`config.mk`:
```
export PLATFORM = sky130hd
export DESIGN_NAME = countdown_seq_ctrl
export DESIGN_NICKNAME = d
export VERILOG_FILES = /design/src/rtl/countdown_seq_ctrl.sv
export SDC_FILE = /design/constraint.sdc
export NUM_CORES = 1
export LEC_CHECK = 0
export ABC_AREA = 0
export BUFFER_PORTS_ARGS = -buffer_cell sky130_fd_sc_hd__buf_2
export CORE_AREA = 4 4 41 43
export CTS_CLUSTER_SIZE = 10
export DETAILED_ROUTE_END_ITERATION = 8
export DIE_AREA = 0 0 45 47
export MAX_ROUTING_LAYER = met4
export PLACE_DENSITY = 0.71
export SYNTH_ARGS = -nofsm -noshare
export SYNTH_HDL_FRONTEND = slang
export SYNTH_SLANG_ARGS = --single-unit
```
`constraint.sdc`:
```
create_clock -name clk -period 2.45 [get_ports clk]
set_clock_uncertainty 0.05 [all_clocks]
set_input_delay 0.1225 -clock clk [delete_from_list [all_inputs] [get_ports clk]]
set_output_delay 0.1225 -clock clk [all_outputs]
set_load 0.05 [all_outputs]
```
`src/rtl/countdown_seq_ctrl.sv`:
```
// countdown_seq_ctrl: start/stop/pause controlled down-counter sequencer.
// Loads a programmable start value and counts it down to zero.
// It raises a one-cycle done pulse at terminal count.
// It can auto-reload at terminal count for periodic operation.
// Optional feature macro: COUNTDOWN_PRESCALE_EN. When it is defined, the
// counter steps once every PRESCALE run cycles instead of every run cycle.
// State encoding seen on the state output:
//   IDLE=00, RUN=01, PAUSED=10, DONE=11.
module countdown_seq_ctrl #(
  parameter int WIDTH    = 4,
  parameter int PRESCALE = 4
) (
  input  logic             clk,
  input  logic             rst,
  input  logic             start,
  input  logic             stop,
  input  logic             pause,
  input  logic             reload,
  input  logic [WIDTH-1:0] load_val,
  output logic [WIDTH-1:0] q,
  output logic             busy,
  output logic             done,
  output logic [1:0]       state
);

  // Elaboration-time parameter sanity checks.
  if (WIDTH < 2) begin : g_width_chk
    $error("countdown_seq_ctrl: WIDTH must be at least 2");
  end
  if (PRESCALE < 2) begin : g_prescale_chk
    $error("countdown_seq_ctrl: PRESCALE must be at least 2");
  end

  typedef enum logic [1:0] {
    ST_IDLE   = 2'b00,
    ST_RUN    = 2'b01,
    ST_PAUSED = 2'b10,
    ST_DONE   = 2'b11
  } state_e;

  state_e           state_q;
  logic [WIDTH-1:0] cnt_q;
  logic             done_q;

  logic             active_s;    // counting may advance this cycle
  logic             tick_s;      // counter steps this cycle
  logic             at_one_s;    // count is at terminal value 1
  logic             at_zero_s;   // count is zero (defensive, never in RUN)
  logic             load_zero_s; // requested load value is zero

  assign at_one_s    = (cnt_q == WIDTH'(1));
  assign at_zero_s   = (cnt_q == {WIDTH{1'b0}});
  assign load_zero_s = (load_val == {WIDTH{1'b0}});

  // Pause is a level hold in RUN or PAUSED.
  // Leaving PAUSED resumes on the same edge, so a pause held for n cycles
  // costs exactly n cycles of count time.
  always_comb begin
    active_s = 1'b0;
    if (((state_q == ST_RUN) || (state_q == ST_PAUSED)) && !stop && !pause) begin
      active_s = 1'b1;
    end else begin
      active_s = 1'b0;
    end
  end

`ifdef COUNTDOWN_PRESCALE_EN
  localparam int PW = (PRESCALE > 1) ? $clog2(PRESCALE) : 1;

  logic [PW-1:0] presc_q;
  logic          presc_last_s;
  logic          start_take_s;

  assign presc_last_s = (presc_q == PW'(PRESCALE - 1));

  // Start is accepted only from IDLE or DONE, and only when stop is low.
  always_comb begin
    start_take_s = 1'b0;
    if (((state_q == ST_IDLE) || (state_q == ST_DONE)) && start && !stop) begin
      start_take_s = 1'b1;
    end else begin
      start_take_s = 1'b0;
    end
  end

  // The counter only steps on the last prescaler phase of an active cycle.
  always_comb begin
    tick_s = 1'b0;
    if (active_s && presc_last_s) begin
      tick_s = 1'b1;
    end else begin
      tick_s = 1'b0;
    end
  end

  // Prescaler behaviour:
  //  - advances only while active;
  //  - wraps after PRESCALE-1;
  //  - clears when a start is taken.
  // Auto-reload happens on a tick, so the wrap already clears it then.
  always_ff @(posedge clk or negedge rst) begin
    if (!rst) begin
      presc_q <= {PW{1'b0}};
    end else if (start_take_s) begin
      presc_q <= {PW{1'b0}};
    end else if (active_s) begin
      if (presc_last_s) begin
        presc_q <= {PW{1'b0}};
      end else begin
        presc_q <= presc_q + PW'(1);
      end
    end else begin
      presc_q <= presc_q;
    end
  end
`else
  // Without the prescaler every active cycle is a tick.
  always_comb begin
    tick_s = 1'b0;
    if (active_s) begin
      tick_s = 1'b1;
    end else begin
      tick_s = 1'b0;
    end
  end
`endif

  // Main sequencer: state, count and the registered done pulse.
  // Command priority is stop > start > pause > tick.
  always_ff @(posedge clk or negedge rst) begin
    if (!rst) begin
      state_q <= ST_IDLE;
      cnt_q   <= {WIDTH{1'b1}};
      done_q  <= 1'b0;
    end else begin
      done_q <= 1'b0;
      case (state_q)
        ST_IDLE, ST_DONE: begin
          if (stop) begin
            state_q <= ST_IDLE;
          end else if (start) begin
            if (load_zero_s) begin
              cnt_q   <= {WIDTH{1'b0}};
              done_q  <= 1'b1;
              state_q <= ST_DONE;
            end else begin
              cnt_q   <= load_val;
              state_q <= ST_RUN;
            end
          end else begin
            state_q <= state_q;
          end
        end
        ST_RUN, ST_PAUSED: begin
          if (stop) begin
            state_q <= ST_IDLE;
          end else if (pause) begin
            state_q <= ST_PAUSED;
          end else if (tick_s) begin
            if (at_one_s) begin
              done_q <= 1'b1;
              if (reload && !load_zero_s) begin
                cnt_q   <= load_val;
                state_q <= ST_RUN;
              end else begin
                cnt_q   <= {WIDTH{1'b0}};
                state_q <= ST_DONE;
              end
            end else if (at_zero_s) begin
              // Unreachable in normal use; end the count rather than wrap.
              state_q <= ST_DONE;
            end else begin
              cnt_q   <= cnt_q - WIDTH'(1);
              state_q <= ST_RUN;
            end
          end else begin
            // Prescaler phase without a tick: stay or resume in RUN.
            state_q <= ST_RUN;
          end
        end
        default: begin
          state_q <= ST_IDLE;
        end
      endcase
    end
  end

  assign busy  = (state_q == ST_RUN) || (state_q == ST_PAUSED);
  assign q     = cnt_q;
  assign done  = done_q;
  assign state = state_q;

endmodule

```
---- Word level (Yosys, flattened, before mapping) ----
Cells that the tools add are included.
operators by class
  mux-type cells .......................... 30
  reductions and logical operators ........ 13
  add/subtract/negate cells ............... 1
  equal/unequal tests ..................... 11
operators by type and width
  operator             count
  $mux 4               9
  $mux 2               9
  $ne 2x2->1 const B   5
  $mux 1               9
  $logic_not 4->1      2
  $pmux 4 s2           1
  $ne 3x3->1 const B   2
  $reduce_and 6->1     1
  $eq 2x2->1 const B   2
  $eq 4x1->1 const B   1
  $pmux 2 s2           1
  $reduce_or 2->1      2
  $sub 4x1->4 const B  1
  $logic_and 1x1->1    3
  $logic_not 1->1      3
  $eq 2x1->1 const B   1
  $logic_not 2->1      1
  $pmux 1 s2           1
  $logic_or 1x1->1     1
storage, ports and cells
  output and inout bits ................... 8
  register bits ........................... 7
  input port bits ......................... 10

---- Longest topological paths before layout ----
Gate-level depths: netlist of run 1.
  word-level depth ........................ 10
  mapped depth ............................ 6
  depth with buffers taken out ............ 6

---- Worst setup path before layout of run 1 ----
Ideal clock, no wire load.
  kind .................................... reg2reg
  start point ............................. register cnt_q[1], in the netlist q[1]
  end point ............................... register cnt_q[1], in the netlist q[1]
  library setup time ...................... 0.082 ns
  data arrival time ....................... 1.982 ns
  setup slack ............................. 0.336 ns
  cell stages (with the launch flop) ...... 7
  data required time ...................... 2.318 ns
  period minus slack after synthesis ...... 2.114 ns
  buffers on the path ..................... 0
  path through ............................ dfstp_2 inv_1 ha_1 nor4b_2 nor4_2 or2_4 mux2_4
between the ends
  longest elaborated chain between the ends .. 7
ends and longest elaborated chain
  item                      line  text
  start: declaration        42    logic [WIDTH-1:0] cnt_q;
  start signal: assignment  133   cnt_q <= {WIDTH{1'b1}};
  start signal: assignment  143   cnt_q <= {WIDTH{1'b0}};
  start signal: assignment  147   cnt_q <= load_val;
  $sub 4x1->4               173   cnt_q <= cnt_q - WIDTH'(1);
  $mux 4                    169   end else if (at_zero_s) begin
  $mux 4                    160   if (at_one_s) begin
  $mux 4                    159   end else if (tick_s) begin
  $mux 4                    157   end else if (pause) begin
  $mux 4                    155   if (stop) begin
  $pmux 4 s2                137   case (state_q)
Several ways; a longest one is shown, not always the timed one. The select of a mux whose other input is x is not followed.
A chain may end at the register's enable or synchronous reset.

---- Final worst setup path of run 1 ----
Ends and elaborated chain as after synthesis.

==> impl_metrics.json, run 1 <==
{
  "outcome": "complete, no violations",
  "numCtsBuffers": 3,
  "viasPerCell": 5.92,
  "antenna_found_initial": 0,
  "cp.depth": 6,
  "hpwl_mm": 1.16,
  "grt_overflow": 0,
  "multiInputGateArea_um2": 355,
  "area.growth.synth_to_final_pct": 24.9,
  "top_layer": "met4",
  "wl_per_cell_um": 15.7,
  "drt_pass1_iterations": 4,
  "drive_gt1_frac": 0.402,
  "met3WireLength_um": 74,
  "die_w_um": 45,
  "r2r-start": "q[1]",
  "utilization": 0.539,
  "crit_start": "q[1]",
  "clk_latency_ps": 250,
  "crit_path_max_fanout": 6,
  "end_kind": "register",
  "io-pin-count": 18,
  "clockRootBuffer": "clkbuf_4",
  "hold_violations": 0,
  "slew_headroom": 0.613,
  "grt_start_max_net_pins": 11,
  "pwr_density_cell_nw_per_um2": 1500,
  "drt_iter0_drc": 10,
  "fin_crit_ps": 2040,
  "grt_pass1_vias": 588,
  "cp_cell_sequence": "inv_1 -> ha_1 -> nor4b_2 -> nor4_2 -> or2_4 -> mux2_4",
  "cts_tree": "built",
  "final_nets": 96,
  "fillers": 123,
  "crit_slowest_cell": "dfstp_2",
  "core_area_um2": 1300,
  "yosysSeqAreaShare": 0.321,
  "dieArea_um2": 2120,
  "met2_length_um": 782,
  "diodes": 0,
  "synth_area_per_cell_um2": 9.36,
  "routed-via-count": 574,
  "p_sw_uw": 569,
  "p_int_uw": 485,
  "ir_worst_vdd_mv": 0.866,
  "worst_pin_slew_ps": 575,
  "ys_warn_count": 0,
  "layout_common_cells": "buf_2, inv_1, nor2_1",
  "syn_nets": 73,
  "cp_top_family": "simple AND/OR/NAND/NOR gates",
  "ys_types": 33,
  "final.period_utilization": 0.831,
  "syn_area_um2": 562,
  "start_util": 0.432,
  "syn_inst": 60,
  "rsz0062_at_grt": "no",
  "r2r_setup_slack_ps": 410,
  "final_common_cell": "buf_2",
  "r2r_cells": 6,
  "p_leak_nw": 0.314,
  "crit_required_ps": 2580,
  "clk_pin_slew_worst_paths_ps": 50,
  "fin_tns_setup_ps": 0,
  "clkPwrFrac": 0.097,
  "final_cells": 97,
  "route.detailed.drc": 0,
  "hp-class": "in2reg",
  "critical_path_class": "reg2reg",
  "cp_num_buf_inv": 1,
  "clockBufferDepth": 2,
  "cap_viol_max_count": 0,
  "port_buffers": 17,
  "ys_ff_latch": 7,
  "slowest_delay_ps": 560,
  "die_h_um": 47,
  "drv_slew": 0,
  "grt_use_total": 0.166,
  "grt_pass1_wl_mm": 2.37,
  "power_frac_comb": 0.660,
  "htreeDepth": 1,
  "dp.cells": 92,
  "clock-sinks": 7,
  "regArea_um2": 180,
  "worstPathArrival_ps": 2160,
  "switching_share": 0.540,
  "gp_congestion": 0.922,
  "r2r-end": "q[1]",
  "postRouteAntennaNets": 0,
  "max_freq_mhz": 491,
  "endpoint": "q[1]",
  "setup_violations": 0,
  "finalWirelength_mm": 1.53,
  "startpoint_type": "register",
  "drt-met1-wl_um": 618,
  "rows": 13,
  "seqPwrFrac": 0.243
}
## power groups by stage
| stage | clock [mW] | sequential (mW) | combinational [mW] |
|---|---|---|---|
| 6_report | 0.102 | 0.256 | 0.696 |
| 5_1_grt | 0.109 | 0.267 | 0.733 |
| 4_1_cts | 0.106 | 0.252 | 0.691 |
| 3_5_place_dp | 0 | 0.253 | 0.684 |
| 3_3_place_gp | 0 | 0.251 | 0.674 |
| 2_1_floorplan | 0 | 0.392 | 0.391 |
## Yosys cell counts
cell type,instances,share of area
xnor2_2,1,0.029
nand4b_1,1,0.016
nand3b_1,1,0.013
or3b_2,1,0.016
ha_1,3,0.067
nand2_1,4,0.027
o22a_2,1,0.018
dfstp_2,4,0.19
a31oi_1,1,0.011
o221a_1,1,0.020
nor4b_2,1,0.027
o211ai_1,1,0.013
o221ai_1,1,0.016
or2_1,1,0.011
mux2_4,1,0.027
nor4_2,1,0.022
dfrtp_1,3,0.13
a311oi_1,1,0.016
o22ai_1,1,0.011
a21oi_1,3,0.027
nor3_1,2,0.018
a221oi_1,1,0.016
nor3_2,1,0.018
inv_1,6,0.040
o2bb2ai_1,2,0.031
inv_2,1,0.0067
a22o_1,2,0.031
or2_4,1,0.016
nor4bb_1,1,0.018
nor4b_1,2,0.031
o21ai_0,2,0.018
nor4_1,1,0.011
nor2_1,6,0.040
## worst reg2reg max path: cells and delay by family (launching register included)
family	cells	cell delay (ps)
adders and majority gates	1	250
buffers and inverters	1	80
DFF	1	560
muxes	1	300
and+or+nand+nor	3	730
## metrics by stage
stage	hold WS [ps]	power [mW]	worst slack (ps)	area, um^2
6_report	107	1.05	414	702
5_1_grt	119	1.11	369	702
4_1_cts	88.3	1.05	450	702
3_5_place_dp	-93.4	0.937	468	666
3_3_place_gp	-95.5	0.925	500	666
2_1_floorplan	-223	0.783	336	562
## worst min-delay path by stage
stage                           to  cells after the start  slack (ps)  from
final                         done                      2         110  stop
after global routing          done                      2         120  stop
after CTS                     done                      2          90  stop
after detailed placement  state[0]                      1         -90   rst
after global placement    state[0]                      1        -100   rst
after floorplan               done                      0        -220   rst
## logic make-up after synthesis
| family | after synthesis | share of synthesized area |
|---|---|---|
| DFF | 7 | 0.321 |
| xor gates and xnor gates | 1 | 0.0290 |
| buffers and inverters | 7 | 0.0468 |
| muxes | 1 | 0.0267 |
| adders and majority gates | 3 | 0.0668 |
| AOI/OAI and AO/OA | 17 | 0.227 |
| and+or+nand+nor | 24 | 0.283 |
## flip-flops by register name, summed over array words and instances, names as in the netlist
register / flops
done: 1
q: 4
state: 2
## per-layer routing
| metal | track usage | vias up |
|---|---|---|
| li1 | - | 273 |
| met1 | 0.162 | 275 |
| met2 | 0.271 | 20 |
| met3 | 0.00766 | 6 |
| met4 | 0.199 | 0 |
| met5 | - | - |
## layout make-up
| class | count | share of cell area |
|---|---|---|
| multi-input cells | 46 | 0.506 |
| clock buffers | 4 | 0.0374 |
| well taps | 15 | 0.0267 |
| flip-flops and latches | 7 | 0.257 |
| inverters | 7 | 0.0374 |
| repair buffers | 18 | 0.135 |
## what timing repair did
item / CTS / global route
resized for setup: 0 / 0
hold buffers: 1 / 0
setup buffers: 0 / 0
hold endpoints to repair: 7 / 0
Power figures use the tool's default switching activity.
==> run 2, diff against run 1 <==
--- a/config.mk
+++ b/config.mk
@@ -5,7 +5,7 @@
 export SDC_FILE = /design/constraint.sdc
 export NUM_CORES = 1
 export LEC_CHECK = 0
-export ABC_AREA = 0
+export ABC_AREA = 1
 export BUFFER_PORTS_ARGS = -buffer_cell sky130_fd_sc_hd__buf_2
 export CORE_AREA = 4 4 41 43
 export CTS_CLUSTER_SIZE = 10
==> constraint.sdc (replaced) <==
create_clock -name clk -period 2 [get_ports clk]
set_clock_uncertainty 0.05 [all_clocks]
set_input_delay 0.1 -clock clk [delete_from_list [all_inputs] [get_ports clk]]
set_output_delay 0.1 -clock clk [all_outputs]
set_load 0.05 [all_outputs]
==> run 2 against run 1 <==
Effect of this change:
- register-to-register slack better by 20 ps
- non-clock buffer count unchanged
- sequential power rose by 15%
- final cell count grew 28%
- sequential cell count is the same
- via count down 4.5%
- critical endpoint is now q[3]
==> impl_metrics.json, run 2 <==
{
  "outcome": "complete, no violations",
  "cts-resized-gates": 0,
  "viasPerCell": 4.42,
  "startpoint_type": "register",
  "synthTopCellsByArea": "nand2_1, dfstp_2, dfrtp_1",
  "crit_slowest_cell": "dfstp_2",
  "synth_area_per_cell_um2": 6.47,
  "dieArea_um2": 2120,
  "final.period_utilization": 0.783,
  "rsz0062_at_grt": "no",
  "cp_top_family": "simple AND/OR/NAND/NOR gates",
  "fin_crit_ps": 1570,
  "gp_congestion": 0.842,
  "grt_overflow": 0,
  "cp.depth": 9,
  "numCtsBuffers": 3,
  "fin_tns_setup_ps": 0,
  "syn_inst": 87,
  "hp-class": "in2reg",
  "grt_start_max_net_pins": 10,
  "worst_pin_slew_ps": 249,
  "htreeDepth": 1,
  "yosysMostFrequentCell": "nand2_1",
  "area.growth.synth_to_final_pct": 24.9,
  "postRouteAntennaNets": 0,
  "layout_common_cells": "nand2_1, buf_2, inv_1",
  "critical_path_class": "reg2reg",
  "wl_per_cell_um": 10.1,
  "drt_iter0_drc": 6,
  "min_path_cells": 3,
  "die_w_um": 45,
  "ir_worst_vdd_mv": 1.08,
  "route.detailed.drc": 0,
  "clockRootBuffer": "clkbuf_4",
  "synthFlopType": "dfstp_2",
  "r2r_cells": 9,
  "utilization": 0.540,
  "clk_latency_ps": 250,
  "drv_slew": 0,
  "start_util": 0.433,
  "synth.top_cell.area_share": 0.247,
  "ys_warn_count": 0,
  "p_total_mw": 1.32,
  "ys_types": 19,
  "clk_pin_slew_worst_paths_ps": 50,
  "pwr_density_cell_nw_per_um2": 1880,
  "drt_pass1_iterations": 4,
  "synth_area_leader_cell": "nand2_1",
  "die_h_um": 47,
  "max_freq_mhz": 638,
  "post_cts_buffers": 0,
  "setup_violations": 0,
  "slew_headroom": 0.833,
  "final_nets": 123,
  "syn_nets": 100,
  "fillers": 144,
  "crit_path_max_fanout": 5,
  "antenna_found_initial": 0,
  "cp_cell_sequence": "ha_1 -> inv_1 -> nor2_1 -> nand3_1 -> nand2_1 -> nand2_1 -> nand2_1 -> nand2_1 -> nand2_1",
  "grt_use_total": 0.143,
  "drive_gt1_frac": 0.303,
  "synth_common_cells": "nand2_1, inv_1, nor2_1",
  "ys_ff_latch": 7,
  "async_flop_share": 1.00,
  "syn_area_um2": 563,
  "finalWirelength_mm": 1.25,
  "crit_required_ps": 2140,
  "clockBufferDepth": 2,
  "end_kind": "register",
  "r2r_setup_slack_ps": 430,
  "core_area_um2": 1300,
  "p_leak_nw": 0.409,
  "worstPathArrival_ps": 1710,
  "final_common_cell": "nand2_1",
  "io-pin-count": 18,
  "cap_viol_max_count": 0,
  "grt_pass1_wl_mm": 2.10,
  "yosysSeqAreaShare": 0.320,
  "slowest_delay_ps": 560,
  "port_buffers": 17,
  "cts_tree": "built",
  "hold_violations": 0,
  "diodes": 0,
  "clock-sinks": 7,
  "cp_num_buf_inv": 1,
  "rows": 13,
  "hpwl_mm": 1.03,
  "synth-edff-count": 0,
  "grt_pass1_vias": 527,
  "largest_reg_flops": 4,
  "crit_top_cell": "nand2_1",
  "routed-via-count": 548
}
run 2: power by group:
part | internal (mW) | leakage, nW | total, mW | switching, mW
logic | 0.249 | 0.313 | 0.901 | 0.652
registers | 0.230 | 0.0815 | 0.295 | 0.0648
clock network | 0.0761 | 0.0150 | 0.128 | 0.0524
run 2: cell type report:
class	instances	area, um^2	area share
multi-input combinational	66	329	0.468
sequential	7	180	0.256
timing repair buffer	18	95.1	0.135
inverter	14	53.8	0.0765
clock buffer	4	26.3	0.0374
tap	15	18.8	0.0267
run 2: cell families (layout without fill, tap and decap cells):
group | count (synthesis) | count (layout) | synth area share
compound gates | 7 | 7 | 0.0889
xor+xnor | 1 | 1 | 0.0156
fa+ha+maj | 3 | 3 | 0.0667
buf+inv | 14 | 36 | 0.0956
flops | 7 | 7 | 0.320
simple gates | 55 | 55 | 0.413
run 2: metrics by stage:
step / cells / hold slack (ps) / area [um^2] / setup WS (ps)
final: 124 / 92.2 / 703 / 434
after global routing: 124 / 115 / 703 / 277
after CTS: 124 / 96.1 / 703 / 427
after detailed placement: 119 / -111 / 667 / 440
after global placement: 119 / -110 / 667 / 494
after floorplan: 87 / -246 / 563 / 352
run 2: final timing paths:
check,start,to
min in group asynchronous,rst,done
hold reg to reg,q[1],q[1]
max in group asynchronous,rst,q[3]
setup reg to reg,q[0],q[3]
hold / removal,start,done
setup / recovery,q[0],q[3]
run 2: metal layers:
layer  share of wire  track usage  wire length [um]
met5               0            -                 0
met4          0.0032       0.0351                 4
met3           0.064       0.0575                80
met2            0.45        0.229               563
met1            0.48        0.166               606
run 2: timing repair:
action	CTS	global route
hold endpoints to repair	7	0
hold buffers	1	0
endpoints found under the setup margin	0	0
run 2: worst register-to-register path: cells and delay by family (launching register included):
| family | cells | cell delay, ps |
|---|---|---|
| adder cells (fa/ha/maj) | 1 | 210 |
| buffers and inverters | 1 | 70 |
| AND/OR/NAND/NOR | 7 | 620 |
| flip-flops | 1 | 560 |
